$ cat src/rtl/regfile_pkg.sv
// regfile_pkg: write-op encodings shared by the register bank and its op unit
package regfile_pkg;
  typedef enum logic [1:0] {
    WOP_LOAD = 2'b00,
    WOP_INC  = 2'b01,
    WOP_DEC  = 2'b10,
    WOP_CLR  = 2'b11
  } wop_t;
endpackage

$ cat src/rtl/regn_op_unit.sv
// regn_op_unit: combinational write-op ALU computing the new register value and carry/borrow
// ports: op (write op), cur (current register value), wdata (load data) -> result, cout
module regn_op_unit
  import regfile_pkg::*;
#(
  parameter int WIDTH = 4
) (
  input  wop_t             op,
  input  logic [WIDTH-1:0] cur,
  input  logic [WIDTH-1:0] wdata,
  output logic [WIDTH-1:0] result,
  output logic             cout
);
  logic [WIDTH:0] inc;
  logic [WIDTH:0] dec;
  // One extra bit: carry on INC, and borrow on DEC (0-1 sets the top bit)
  assign inc = {1'b0, cur} + (WIDTH+1)'(1);
  assign dec = {1'b0, cur} - (WIDTH+1)'(1);
  always_comb begin
    result = op == WOP_LOAD ? wdata : op == WOP_INC ? inc[WIDTH-1:0] : op == WOP_DEC ? dec[WIDTH-1:0] : '0;
    cout   = op == WOP_INC ? inc[WIDTH] : op == WOP_DEC ? dec[WIDTH] : 1'b0;
  end
endmodule

$ cat src/rtl/regfile_n.sv
// regfile_n: DEPTH x WIDTH register bank, one op-mode write port, two registered bypassed read ports, carry/zero flags
// ports: clk, clr_n (sync active-low reset), we/wop/waddr/wdata (write), raddr_a/raddr_b (read index)
//        -> rdata_a/rdata_b (1-cycle read data), cout/zero (flags of last accepted write)
module regfile_n
  import regfile_pkg::*;
#(
  parameter  int WIDTH = 4,
  parameter  int DEPTH = 4,
  localparam int AW    = $clog2(DEPTH)
) (
  input  logic             clk,
  input  logic             clr_n,
  input  logic             we,
  input  logic [1:0]       wop,
  input  logic [AW-1:0]    waddr,
  input  logic [WIDTH-1:0] wdata,
  input  logic [AW-1:0]    raddr_a,
  input  logic [AW-1:0]    raddr_b,
  output logic [WIDTH-1:0] rdata_a,
  output logic [WIDTH-1:0] rdata_b,
  output logic             cout,
  output logic             zero
);
  localparam logic [AW:0] DEPTH_W = (AW+1)'(DEPTH);
  logic [WIDTH-1:0] regs [DEPTH];
  logic [WIDTH-1:0] cur;
  logic [WIDTH-1:0] res;
  logic [WIDTH-1:0] nxt_a;
  logic [WIDTH-1:0] nxt_b;
  logic             c;
  logic             hit;
  logic             ok_a;
  logic             ok_b;
  regn_op_unit #(.WIDTH(WIDTH)) u_op (
    .op     (wop_t'(wop)),
    .cur    (cur),
    .wdata  (wdata),
    .result (res),
    .cout   (c)
  );
  // DEPTH need not be a power of two, so every index is range-checked
  always_comb begin
    hit   = we && ({1'b0, waddr} < DEPTH_W);
    ok_a  = {1'b0, raddr_a} < DEPTH_W;
    ok_b  = {1'b0, raddr_b} < DEPTH_W;
    cur   = hit ? regs[waddr] : '0;
    nxt_a = !ok_a ? '0 : hit && waddr == raddr_a ? res : regs[raddr_a];
    nxt_b = !ok_b ? '0 : hit && waddr == raddr_b ? res : regs[raddr_b];
  end
  always_ff @(posedge clk) begin
    if (!clr_n) begin
      regs    <= '{default: '0};
      rdata_a <= '0;
      rdata_b <= '0;
      cout    <= 1'b0;
      zero    <= 1'b0;
    end else begin
      if (hit) begin
        regs[waddr] <= res;
        cout        <= c;
        zero        <= res == '0;
      end
      rdata_a <= nxt_a;
      rdata_b <= nxt_b;
    end
  end
endmodule
$ cat config.mk
export PLATFORM = sky130hd
export DESIGN_NAME = regfile_n
export DESIGN_NICKNAME = d
export VERILOG_FILES = /design/src/rtl/regfile_pkg.sv /design/src/rtl/regn_op_unit.sv /design/src/rtl/regfile_n.sv
export SDC_FILE = /design/constraint.sdc
export NUM_CORES = 1
export LEC_CHECK = 0
export BUFFER_PORTS_ARGS = -buffer_cell sky130_fd_sc_hd__buf_2
export CELL_PAD_IN_SITES_DETAIL_PLACEMENT = 1
export CELL_PAD_IN_SITES_GLOBAL_PLACEMENT = 1
export CORE_ASPECT_RATIO = 0.8
export CORE_MARGIN = 3
export CORE_UTILIZATION = 46
export CTS_CLUSTER_SIZE = 14
export DETAILED_ROUTE_END_ITERATION = 8
export GPL_ROUTABILITY_DRIVEN = 0
export PLACE_DENSITY = 0.88
export SYNTH_ARGS = -nofsm -noshare
export SYNTH_HDL_FRONTEND = slang
export SYNTH_SLANG_ARGS = --single-unit
$ cat constraint.sdc
create_clock -name clk -period 4 [get_ports clk]
set_input_delay 0.8 -clock clk [delete_from_list [all_inputs] [get_ports clk]]
set_output_delay 0.8 -clock clk [all_outputs]
set_load 0.05 [all_outputs]
==> impl_results.md <==
* Status: finished clean
* Setup repair after global routing missed its margin: no
* Final cycle utilization of the critical path at 71.5%
* Syn Inst Count at 169
* Via density at 6.20
* Mapped cell area at 0.00162 sq mm
* Total CTS buffers at 3
* Total clock sinks at 26
* IO Pins at 25
* Post-route clock skew at 0.00548 ns
* Routed Antenna Nets at 0
* Global-route wire length before repair at 7.42 mm
* Post-Route Setup TNS at 0 ns
* Yosys cell types at 38
* DRC at 0
* Setup bufs post-CTS at 0
* Register area share after synthesis at 32.2%
* Fin crit period at 2.86 ns
* DR pass1 iterations at 4
* Synth Area in Simple Gates at 16.6%
* Leakage at 0.000762 uW
* Post-synthesis xor/xnor area fraction at 3.79%
* Antenna violations before repair at 0
* Slew Limit Fails at 0
* TritonCTS clock tree: done
* Minimum hold slack at 0.495 ns
* Initial DRC Count at 132
* Vias in the first global route at 1455
* Worst slew pin tran at 0.688 ns
* Fraction of the mapped netlist area in compound gates at 18.0%
* Synth Flop Type: dfxtp_1
* Via count at 1394
* Final nets at 203
* Overall routing resource usage at 22.6%
* Yosys reg bits at 26
* Starting density of the core at 50.2%
* Critical path capture point type: flip-flop
* Worst-skew pair later-pin latency at 0.28 ns
* Largest family of logic cells by synthesized area: multiplexers
* Fmax at 350 MHz
* Final wirelength at 4.40 mm
* Row count at 18
* Asr flop ratio synth at 0%
* Die W at 72.3 um
* WL/cell at 19.5 um
* H-tree levels at 1
* # hold bufs at CTS at 0
* Synth Area in Adders at 1.55%
* Fill count at 382
* Clock Tree Buf Depth at 2
* Final core occ at 56.0%
* Max-cap violations at 0
* Worst min path class: flip-flop to flip-flop
* Fin area at 0.00180 sq mm
* Largest net degree at the start of global routing at 34
* CP Class: input pin to flip-flop
* Dpl hpwl at 3.34 mm
* Post-CTS Resized at 0
* Clk pin slew, worst setup/hold paths at 0.09 ns
* N_diodes at 0
* Synth Net Count at 186
* Final setup fails at 0
* CORE AREA at 0.00322 sq mm
* Mux cell area share after synthesis at 22.9%
* Worst EP required at 4.14 ns
* Avg Cell Area, Syn at 9.57 sq um
* CP Max Fanout at 8
* CP Launch Type: input pin
* Max VDD drop at 0.000236 V
* Area delta synth->final at 11.6%
* I/O Buffers at 24
* Worst EP arrival at 3.00 ns
* Share of layout cells above drive strength 1 at 23.8%
* DIE AREA at 0.00427 sq mm
* Pwr dens at 350 mW/mm^2
* Headroom to the max-slew limit at 53.9%
* Hold Fails Final Rpt at 0
* Grt ovf at 0
* Placed cell areas at 0.00173 sq mm
* Power, Total at 632 uW
* Clock tree root driver cell: clkbuf_8
* Die Ht at 59.0 um
* Synth warn at 0
* EDFF count, synth at 0
-- per-layer routing --
layer / up-vias / share of wire (%) / global-route usage, %
li1: 658 / - / -
met1: 679 / 44 / 31.3
met2: 52 / 49 / 36.3
met3: 5 / 6.5 / 4.58
met4: 0 / 0.57 / 5.90
met5: - / 0 / 0
-- cell families after synthesis --
logic type / count (synthesis)
flops: 26
xor+xnor: 7
mux: 22
simple gates: 52
compound gates: 41
fa+ha+maj: 2
buf+inv: 19
-- cells in the final DEF (no fill, tap or decap), drive strengths merged, types with 3 or more instances in the layout --
cell type and instances:
o32ai 4, nand3b 3, o21ai 11, mux4 12, nor2b 4, inv 7, nand3 9, mux2i 10
nor2 8, o211a 5, nand2 16, o31ai 3, dfxtp 26, nand2b 4, buf 24, xnor2 5
a21oi 8, clkbuf 3
-- cell type report --
| cell class | count | area (sq um) | share of cell area, % |
|---|---|---|---|
| sequential | 26 | 520 | 28.8 |
| clock inverter | 1 | 30.0 | 1.66 |
| multi-input combinational | 124 | 1020 | 56.3 |
| timing repair buffer | 24 | 120 | 6.66 |
| clock buffer | 3 | 41.3 | 2.29 |
| tap | 40 | 50.0 | 2.77 |
| inverter | 7 | 26.3 | 1.46 |
-- power breakdown --
| part | switching [uW] | internal, uW |
|---|---|---|
| Sequential | 9.39 | 271 |
| Combinational | 84.5 | 49.0 |
| Clock | 83.9 | 134 |
| Total | 178 | 454 |
-- final timing paths --
check,to,startpoint,depth (start not counted),slack (ns)
max,regs[10],waddr[0],10,1.14
min,cout,cout,1,0.50
max reg2reg,regs[10],regs[0],9,1.58
min reg2reg,cout,cout,1,0.50
-- Yosys cell counts (2+ instances only) --
master / instances / share of area (%)
dfxtp_1: 26 / 32
nand2_1: 16 / 3.7
mux4_2: 12 / 17
o21ai_0: 11 / 3.4
clkbuf_1: 10 / 2.3
mux2i_1: 10 / 6.2
nand3_1: 9 / 2.8
a21oi_1: 8 / 2.5
inv_1: 7 / 1.6
nor2_1: 7 / 1.6
o211a_1: 5 / 3.1
xnor2_1: 5 / 2.7
nand2b_1: 4 / 1.5
nor2b_1: 4 / 1.5
o32ai_1: 4 / 2.2
nand3b_1: 3 / 1.4
a21boi_0: 2 / 0.93
and2_1: 2 / 0.77
and3_1: 2 / 0.77
ha_1: 2 / 1.5
o31ai_1: 2 / 0.93
xor2_1: 2 / 1.1
-- worst max-delay path, cell delays in order --
cell,delay (ns)
buf_2,0.21
mux4_2,0.59
nand2_1,0.14
inv_1,0.06
ha_1,0.19
and3b_1,0.21
o221ai_1,0.08
o311ai_1,0.16
a21oi_1,0.40
a21oi_1,0.16
-- metrics by stage --
step           std cells  setup WS, ns
4_1_cts              225          1.14
3_3_place_gp         221          1.05
2_1_floorplan        169          1.30
5_1_grt              225         0.958
3_5_place_dp         221         0.853
6_report             225          1.14
-- flip-flops by register name (all words and copies together), names as in the netlist --
name	cells
zero	1
cout	1
regs	16
rdata_a	4
rdata_b	4
(Power assumes the default switching activity.)
